`src/rtl/fcw_sweep.sv`:
```
// fcw_sweep: frequency-control-word sweep generator feeding the nco fcw input.
// Steps fcw linearly from start_fcw to stop_fcw. Each word is held for dwell+1
// cycles. The sweep runs once or loops continuously.
//
// Ports:
//   clk        system clock, rising edge
//   reset      synchronous active-low reset
//   start      sweep request, accepted only in IDLE (abort has priority)
//   abort      terminate sweep, return to IDLE, fcw holds
//   loop_en    1 = reload start_fcw after stop_fcw, sampled continuously
//   start_fcw  first word, latched on accepted start
//   stop_fcw   last word, latched on accepted start
//   step       increment, latched on accepted start
//   dwell      hold count, latched on accepted start
//   fcw        frequency control word to nco
//   busy       high in DWELL or STEP
//   done       one-cycle pulse when a one-shot sweep completes
//   wrap       one-cycle pulse in the cycle a looping sweep reloads start_fcw
//
// state | meaning
// IDLE  | no sweep, fcw holds its last value
// DWELL | holding the current word, counter running toward latched dwell
// STEP  | first cycle of a freshly stepped or reloaded word (counter = 0)
//
// The next word is computed in the last dwell cycle, so it is already on fcw
// during STEP. STEP therefore counts as the first hold cycle of the new word,
// and each word occupies exactly dwell+1 cycles.
module fcw_sweep #(
  parameter int W  = 16,
  parameter int DW = 16
) (
  input  logic          clk,
  input  logic          reset,
  input  logic          start,
  input  logic          abort,
  input  logic          loop_en,
  input  logic [W-1:0]  start_fcw,
  input  logic [W-1:0]  stop_fcw,
  input  logic [W-1:0]  step,
  input  logic [DW-1:0] dwell,
  output logic [W-1:0]  fcw,
  output logic          busy,
  output logic          done,
  output logic          wrap
);

  localparam logic [1:0] IDLE  = 2'd0;
  localparam logic [1:0] DWELL = 2'd1;
  localparam logic [1:0] STEP  = 2'd2;

  logic [1:0]    state;
  logic [DW-1:0] cnt;
  logic [W-1:0]  start_q;
  logic [W-1:0]  stop_q;
  logic [W-1:0]  step_q;
  logic [DW-1:0] dwell_q;

  logic [W-1:0]  step_eff;
  logic          up;
  logic [W:0]    sum;
  logic [W:0]    diff;
  logic [W-1:0]  next_fcw;
  logic          at_stop;
  logic          terminal;

  // A zero step would stall the sweep forever; treat it as 1.
  assign step_eff = (step_q == '0) ? {{(W-1){1'b0}}, 1'b1} : step_q;
  assign up       = (stop_q >= start_q);
  assign sum      = {1'b0, fcw} + {1'b0, step_eff};
  assign diff     = {1'b0, fcw} - {1'b0, step_eff};
  assign at_stop  = (fcw == stop_q);
  assign terminal = (cnt == dwell_q);

  // Clamp to stop when the next word would overshoot it or leave W bits;
  // the extra MSB of sum/diff flags overflow/underflow.
  always_comb begin
    next_fcw = stop_q;
    if (up) begin
      if (!sum[W] && (sum[W-1:0] <= stop_q))
        next_fcw = sum[W-1:0];
    end else begin
      if (!diff[W] && (diff[W-1:0] >= stop_q))
        next_fcw = diff[W-1:0];
    end
  end

  always_ff @(posedge clk) begin
    if (!reset) begin
      state   <= IDLE;
      cnt     <= '0;
      start_q <= '0;
      stop_q  <= '0;
      step_q  <= '0;
      dwell_q <= '0;
      fcw     <= '0;
      busy    <= 1'b0;
      done    <= 1'b0;
      wrap    <= 1'b0;
    end else begin
      done <= 1'b0;
      wrap <= 1'b0;
      case (state)
        IDLE: begin
          if (start && !abort) begin
            start_q <= start_fcw;
            stop_q  <= stop_fcw;
            step_q  <= step;
            dwell_q <= dwell;
            fcw     <= start_fcw;
            cnt     <= '0;
            busy    <= 1'b1;
            state   <= DWELL;
          end
        end
        DWELL, STEP: begin
          if (abort) begin
            busy  <= 1'b0;
            state <= IDLE;
          end else if (terminal) begin
            if (at_stop) begin
              if (loop_en) begin
                fcw   <= start_q;
                wrap  <= 1'b1;
                cnt   <= '0;
                state <= STEP;
              end else begin
                done  <= 1'b1;
                busy  <= 1'b0;
                state <= IDLE;
              end
            end else begin
              fcw   <= next_fcw;
              cnt   <= '0;
              state <= STEP;
            end
          end else begin
            cnt   <= cnt + {{(DW-1){1'b0}}, 1'b1};
            state <= DWELL;
          end
        end
        default: begin
          busy  <= 1'b0;
          state <= IDLE;
        end
      endcase
    end
  end

endmodule

```
`config.mk`:
```
export PLATFORM = sky130hd
export DESIGN_NAME = fcw_sweep
export DESIGN_NICKNAME = d
export VERILOG_FILES = /design/src/rtl/fcw_sweep.sv
export SDC_FILE = /design/constraint.sdc
export NUM_CORES = 1
export LEC_CHECK = 0
export CORE_MARGIN = 5
export CORE_UTILIZATION = 45
export CTS_CLUSTER_DIAMETER = 120
export CTS_CLUSTER_SIZE = 25
export DETAILED_ROUTE_END_ITERATION = 7
export GPL_ROUTABILITY_DRIVEN = 0
export PLACE_DENSITY = 0.7
export SKIP_LAST_GASP = 1
export SYNTH_ARGS = -nofsm -noshare
export SYNTH_HDL_FRONTEND = slang
export SYNTH_SLANG_ARGS = --single-unit
export TNS_END_PERCENT = 5
```
`constraint.sdc`:
```
create_clock -name clk -period 3.9 [get_ports clk]
set_input_delay 1.17 -clock clk [delete_from_list [all_inputs] [get_ports clk]]
set_output_delay 1.17 -clock clk [all_outputs]
set_load 0.02 [all_outputs]
```
### Word level (Yosys, flattened, before mapping)

Cells that the tools add are included.

* register bits: 101
* input bits: 69
* output and inout port bits: 19

* add/sub/neg operators: 3
* magnitude comparators: 3
* equal/unequal tests: 12
* multiplexer cells: 30
* bitwise gates (word level): 4
* reductions and logical operators: 15

Operator list (number)
* two-way mux 16 bit: 14
* one-hot mux 16 bit (2 select lines): 2
* equality test 16 bit: 2
* >= comparator 16 bit: 2
* adder 16 x 16 -> 17 bit: 1
* subtractor 16 x 16 -> 17 bit: 1
* adder 16 x 1 -> 16 bit, second input constant: 1
* less-or-equal comparator 16 bit: 1
* zero test 16 bit: 1
* != test 3 bit, second input constant: 4
* two-way mux 2 bit: 5
* AND reduction 4 bit: 2
* two-way mux 1 bit: 7
* != test 2 bit, second input constant: 3
* AND reduction 5 bit: 1
* OR reduction 5 bit: 1
* != test 4 bit, second input constant: 1
* NOT 1 bit: 4
* one-hot mux 2 bit (2 select lines): 1
* logical AND 1 bit: 3
* zero test 1 bit: 3
* equality test 2 x 1 -> 1 bit, second input constant: 1
* equality test 2 bit, second input constant: 1
* zero test 2 bit: 1
* other kinds (4): 4

### Depth between registers and ports, before layout

* word-level depth: 11
* mapped depth: 23
* gate-level depth less buffers: 21

### Worst setup path after synthesis

OpenSTA, ideal clock, no wires.

* path kind: reg-to-reg
* start: register fcw[2]
* end: register fcw[13]
* setup time: 96 ps
* arrival time: 4317 ps
* data required time: 3804 ps
* setup slack: -512 ps
* stages on the path, launching flop included: 19
* period minus slack after synthesis: 4412 ps
* path through: dfxtp_1 -> ha_1 -> buf_2 -> or3_1 -> o211ai_1 -> nand2_1 -> o31ai_2 -> a211oi_1 -> xnor2_1 -> ha_1 -> nand4_1 -> nor4_1 -> a21boi_0 -> or4_1 -> a21o_1 -> nor3_4 -> buf_4 -> a21oi_1 -> o41ai_2

* word-level cells in the longest chain between the ends: 9
* elaborated cells between the ends (all ways): 18

Ends and longest elaborated chain
* from (decl): RTL line 41 `output logic [W-1:0] fcw,`
* from (signal assigned): RTL line 109 `fcw <= start_fcw;`
* from (signal assigned): RTL line 122 `fcw <= start_q;`
* from (signal assigned): RTL line 132 `fcw <= next_fcw;`
* subtractor 16 x 16 -> 17 bit or adder 16 x 16 -> 17 bit (tied branches): RTL line 70, 69
* >= comparator 16 bit, or another cell as far along: RTL line 82 `if (!diff[W] && (diff[W-1:0] >= stop_q))`
* logical AND 1 bit, on equally long branches: RTL line 82, 79
* two-way mux 16 bit, on equally long branches: RTL line 82, 79
* two-way mux 16 bit: RTL line 78 `if (up) begin`
* two-way mux 16 bit: RTL line 120 `if (at_stop) begin`
* two-way mux 16 bit: RTL line 119 `end else if (terminal) begin`
* two-way mux 16 bit: RTL line 116 `if (abort) begin`
* one-hot mux 16 bit (2 select lines): RTL line 102 `case (state)`

Several ways; a longest one is shown, not always the timed one. The select of a mux whose other input is x is not followed.
A chain may end at the register's enable or synchronous reset.

### Worst setup path after layout

* start: register step_q[15]
* end: register fcw[3]

* word-level cells in the longest chain between the ends: 11
* elaborated cells between the ends (all ways): 17

Ends and longest elaborated chain
* from (decl): RTL line 55 `logic [W-1:0] step_q;`
* from (signal assigned): RTL line 107 `step_q <= step;`
* zero test 16 bit: RTL line 67 `assign step_eff = (step_q == '0) ? {{(W-1){1'b0}}, 1'b1} : step_q;`
* two-way mux 16 bit (*): RTL line 67
* subtractor 16 x 16 -> 17 bit or adder 16 x 16 -> 17 bit (tied branches): RTL line 70, 69
* >= comparator 16 bit, or another cell as far along: RTL line 82
* logical AND 1 bit, on equally long branches: RTL line 82, 79
* two-way mux 16 bit, on equally long branches: RTL line 82, 79
* two-way mux 16 bit (*): RTL line 78
* two-way mux 16 bit (*): RTL line 120
* two-way mux 16 bit (*): RTL line 119
* two-way mux 16 bit (*): RTL line 116
* one-hot mux 16 bit (2 select lines) (*): RTL line 102

Mark *: on every way between the ends. The rest lies on a longest branch, timed or not. The select of a mux whose other input is x is not followed.

==> impl_table.tex <==
\begin{tabular}{lr}
\hline
Metric & Value \\
\hline
\multicolumn{2}{l}{\textbf{Run status}} \\
\quad Result of the run & finished, violations left \\
\quad Violated checks & negative setup slack \\
\multicolumn{2}{l}{\textbf{Timing}} \\
\quad Count of endpoints failing hold in the final timing report & 0 \\
\quad Final WS setup & -1137 ps \\
\quad Worst Max-Slew Pin Slew & 599.1 ps \\
\quad Max-slew violations & 0 \\
\quad Unrepaired setup endpoints after global routing & true \\
\quad Maximum clock skew at final layout & 12.56 ps \\
\quad Min Clock Period, post-route & 5037 ps \\
\quad Count of final setup violators & 16 \\
\quad Achievable clock frequency & 198.5 MHz \\
\quad Headroom to the max-slew limit & 60.06\% \\
\quad Share of the clock period used by the worst path & 129.2\% \\
\multicolumn{2}{l}{\textbf{Power and ir drop}} \\
\quad Worst ir drop on vdd & 292.4 uV \\
\quad Clk network pwr share & 17.4\% \\
\quad Sum of internal, switching and leakage power & 5.434 mW \\
\quad Power share of the sequential group & 21.8\% \\
\quad Internal Power & 3.235 mW \\
\quad Net switching power & 2.199 mW \\
\quad Proportion of total power due to net switching & 40.47\% \\
\quad Combinational fraction of design power & 60.8\% \\
\quad Areal power density over the cells & 537.4 nW/um2 \\
\quad Standby leakage power & 4.391 nW \\
\multicolumn{2}{l}{\textbf{Hold path}} \\
\quad Worst hold start & start\_q[14] \\
\quad Worst hold path type & flip-flop to flip-flop \\
\quad Hold Path Stages & 2 \\
\quad End point of the worst hold path & start\_q[14] \\
\multicolumn{2}{l}{\textbf{Place}} \\
\quad Number of buffers inserted by port buffering & 87 \\
\quad Placement Cell Area & 9549 um2 \\
\quad Post-DP HPWL & 19280 um \\
\multicolumn{2}{l}{\textbf{Critical path}} \\
\quad Crit path arrival time & 5270 ps \\
\quad Worst setup path category & flip-flop to flip-flop \\
\quad Register-to-Register Path Depth & 25 \\
\quad Endpoint required time on the critical path & 4140 ps \\
\quad Critical path fanouts, max & 4 \\
\quad Critical Path Sink Type & flip-flop \\
\quad CP startpoint kind & flip-flop \\
\quad Origin of the critical flop-to-flop path & step\_q[15] \\
\quad Worst setup slack for register-to-register paths & -1140 ps \\
\quad R2R Path End & fcw[3] \\
\multicolumn{2}{l}{\textbf{Global routing}} \\
\quad Total routing usage reported by global routing & 24.18\% \\
\quad Grt ovf & 0 \\
\quad Pin count of the biggest net entering global routing & 64 \\
\quad Vias in the first global route & 7456 \\
\quad Initial antenna violation count & 0 \\
\quad First-pass GRT wire length & 38470 um \\
\multicolumn{2}{l}{\textbf{Floorplanning}} \\
\quad Number of placement rows & 47 \\
\quad Initial core utilization & 45.93\% \\
\quad Area of the die & 19630 um2 \\
\quad Placeable core region & 16580 um2 \\
\quad Number of ports placed on the die boundary & 88 \\
\quad Vert. Die Dim & 140.1 um \\
\quad Die outline width & 140.1 um \\
\multicolumn{2}{l}{\textbf{Cells and area}} \\
\quad Number of nets in the layout & 1346 \\
\quad Synthesis-to-finish area growth & 32.76\% \\
\quad Final cell utilization of the core & 60.97\% \\
\quad Share of post-route cells with drive strength above 1 & 18.23\% \\
\quad Layout Cell Area excl Fill & 10110 um2 \\
\quad Number of antenna cells inserted & 0 \\
\multicolumn{2}{l}{\textbf{Synthesis}} \\
\quad Synthesized netlist net count & 1158 \\
\quad Cell types with the largest area share after synthesis & sky130\_fd\_sc\_hd\_\_dfxtp\_1, sky130\_fd\_sc\_hd\_\_ha\_1, sky130\_fd\_sc\_hd\_\_nand2\_1 \\
\quad Synthesized instance count & 1003 \\
\quad Proportion of synthesized chip area in sequential cells & 26.55\% \\
\quad Proportion of synthesized flip-flops having asynchronous set or reset & 0\% \\
\quad Average cell area after synthesis & 7.593 um2 \\
\quad Leading cell type by number of instances after synthesis & sky130\_fd\_sc\_hd\_\_nand2\_1 \\
\quad Fraction of post-synthesis cell area in the top cell type by area & 26.55\% \\
\quad Post-synthesis register bit count & 101 \\
\quad Top flip-flop cell by instance count after synthesis & sky130\_fd\_sc\_hd\_\_dfxtp\_1 \\
\quad Number of enable-type register cells in the synthesized netlist & 0 \\
\quad Syn. warnings & 0 \\
\quad Synthesized cell area & 7616 um2 \\
\quad Most instantiated cells after synthesis & sky130\_fd\_sc\_hd\_\_nand2\_1, sky130\_fd\_sc\_hd\_\_a21oi\_1, sky130\_fd\_sc\_hd\_\_dfxtp\_1 \\
\quad Synth unique cells & 77 \\
\quad Dominant cell type by area after synthesis & sky130\_fd\_sc\_hd\_\_dfxtp\_1 \\
\multicolumn{2}{l}{\textbf{Routing}} \\
\quad Detailed Routing Iterations Pass 1 & 7 \\
\quad DRC violation count after routing & 0 \\
\quad Initial detailed-routing violation count & 541 \\
\quad Via count & 7852 \\
\quad Total Wirelength & 24520 um \\
\quad WL per Instance & 17.31 um \\
\quad Post-DR vias/cell & 5.545 \\
\quad Detail Route Antenna Nets & 0 \\
\multicolumn{2}{l}{\textbf{Clock tree}} \\
\quad Number of levels the H-tree was split into & 3 \\
\quad CTS clock-pin slew for the worst setup and hold paths & 70 ps \\
\quad Clk sink count & 101 \\
\quad Clock latency reported for the late side of the worst-skew pair & 360 ps \\
\quad Number of buffers inserted during clock tree synthesis & 9 \\
\quad CTS tree & done \\
\quad Clock buffer depth & 2 \\
\quad Number of buffers added to fix hold violations after cts & 0 \\
\quad Root cell of the clock tree & sky130\_fd\_sc\_hd\_\_clkbuf\_16 \\
\multicolumn{2}{l}{\textbf{Run}} \\
\quad Count of maximum capacitance violations & 0 \\
\hline
\end{tabular}
## routing by layer
layer	share of wire, %	GRT usage (%)	wire length, um	vias up
met4	2.8	8.516	696	0
met3	7.7	4.601	1882	36
met2	46	39.23	11190	308
li1	-	-	-	3856
met5	0	0	0	-
met1	44	32.22	10750	3652
## stage by stage
step / setup slack [ps] / setup TNS, ps / cells / hold slack, ps
floorplan: -438.2 / -6193 / 1003 / 436.3
finish: -1137 / -16340 / 1416 / 466.2
detailed placement: -1055 / -15820 / 1384 / 452.0
CTS: -988.7 / -15290 / 1406 / 468.6
global route: -1379 / -20410 / 1416 / 477.8
global placement: -921.8 / -13660 / 1384 / 443.2
## power groups by stage
stage	clock [mW]	combinational, mW	sequential (mW)
after floorplan	0	1.75	1.23
after global placement	0	2.91	1.20
after detailed placement	0	2.95	1.20
after CTS	0.962	3.03	1.18
after global routing	1.01	3.58	1.19
final	0.948	3.30	1.18
## registers in the layout, summed over array words and instances (netlist names)
register,flops
stop_q,16
fcw,16
dwell_q,16
step_q,16
state,2
done,1
busy,1
wrap,1
cnt,16
start_q,16
## cells by family after synthesis
logic type / after synthesis / share of synthesized area, %
XOR/XNOR: 67 / 7.705
buffers and inverters: 139 / 7.656
multiplexers: 3 / 0.4107
AO/OA/AOI/OAI: 258 / 22.54
AND/OR/NAND/NOR: 349 / 20.82
flip-flops: 101 / 26.55
adder cells (fa/ha/maj): 86 / 14.33
## worst max path at each step
stage	slack (ps)	start	depth (start not counted)	to
after detailed placement	-1060	step_q[7]	21	fcw[9]
after global placement	-920	step_q[7]	21	fcw[9]
after floorplan	-440	step_q[7]	21	fcw[3]
final	-1140	step_q[15]	25	fcw[3]
after global routing	-1380	step_q[15]	25	fcw[3]
after CTS	-990	step_q[6]	24	fcw[6]
## cell type report
type	instances	area, um2
Clock buffer	10	229.0
Clock inverter	6	77.57
Fill cell	1508	6472
Inverter	74	277.8
Multi-Input combinational cell	763	5156
Sequential cell	101	2028
Tap cell	220	275.3
Timing Repair Buffer	242	2067
## placed cells by master (no fill, tap or decap), drive strengths merged, types with 6 or more instances in the layout
cell           netlist  routed
nand2              173     173
buf                 22     155
a21oi              117     117
dfxtp              101     101
clkdlybuf4s50        0      87
ha                  84      84
inv                 72      76
nor2                70      70
xor2                47      47
o21ai               29      29
xnor2               20      20
nand3               20      20
nor3                18      18
a221oi              14      14
nor4                12      12
nand4               11      11
a211oi              11      11
o22ai               10      10
clkbuf              43      10
nor2b                8       8
a21o                 8       8
o21bai               8       8
o21a                 7       7
nand2b               7       7
or3                  6       6
and4                 6       6
a221o                6       6
## critical path: stages (launching register included)
cell                       delay [ps]
sky130_fd_sc_hd__dfxtp_2          340
sky130_fd_sc_hd__nor4_4           300
sky130_fd_sc_hd__buf_4            170
sky130_fd_sc_hd__a41o_1           210
sky130_fd_sc_hd__ha_2             200
sky130_fd_sc_hd__fa_2             230
sky130_fd_sc_hd__nand2b_4          70
sky130_fd_sc_hd__a221oi_4         280
sky130_fd_sc_hd__buf_4            160
sky130_fd_sc_hd__o211ai_1         120
sky130_fd_sc_hd__nand2_1          120
sky130_fd_sc_hd__a21oi_2           60
sky130_fd_sc_hd__o21bai_1         150
sky130_fd_sc_hd__xnor2_1          170
sky130_fd_sc_hd__ha_1             290
sky130_fd_sc_hd__nand4_1          140
sky130_fd_sc_hd__nor4_2            80
sky130_fd_sc_hd__a21boi_0         110
sky130_fd_sc_hd__or4_1            540
sky130_fd_sc_hd__a21o_1           220
sky130_fd_sc_hd__nor3_4           290
sky130_fd_sc_hd__nor2_4            90
sky130_fd_sc_hd__buf_6            130
sky130_fd_sc_hd__buf_4            130
sky130_fd_sc_hd__a221oi_4         270
sky130_fd_sc_hd__nor3_2            50
## timing repair
action,4_1_cts,5_1_grt
gates cloned,0,0
pin swaps,14,22
gates resized for setup,9,20
setup buffers,6,10
endpoints found under the setup margin,16,16
Note: power is estimated with default switching activity, not from simulation.
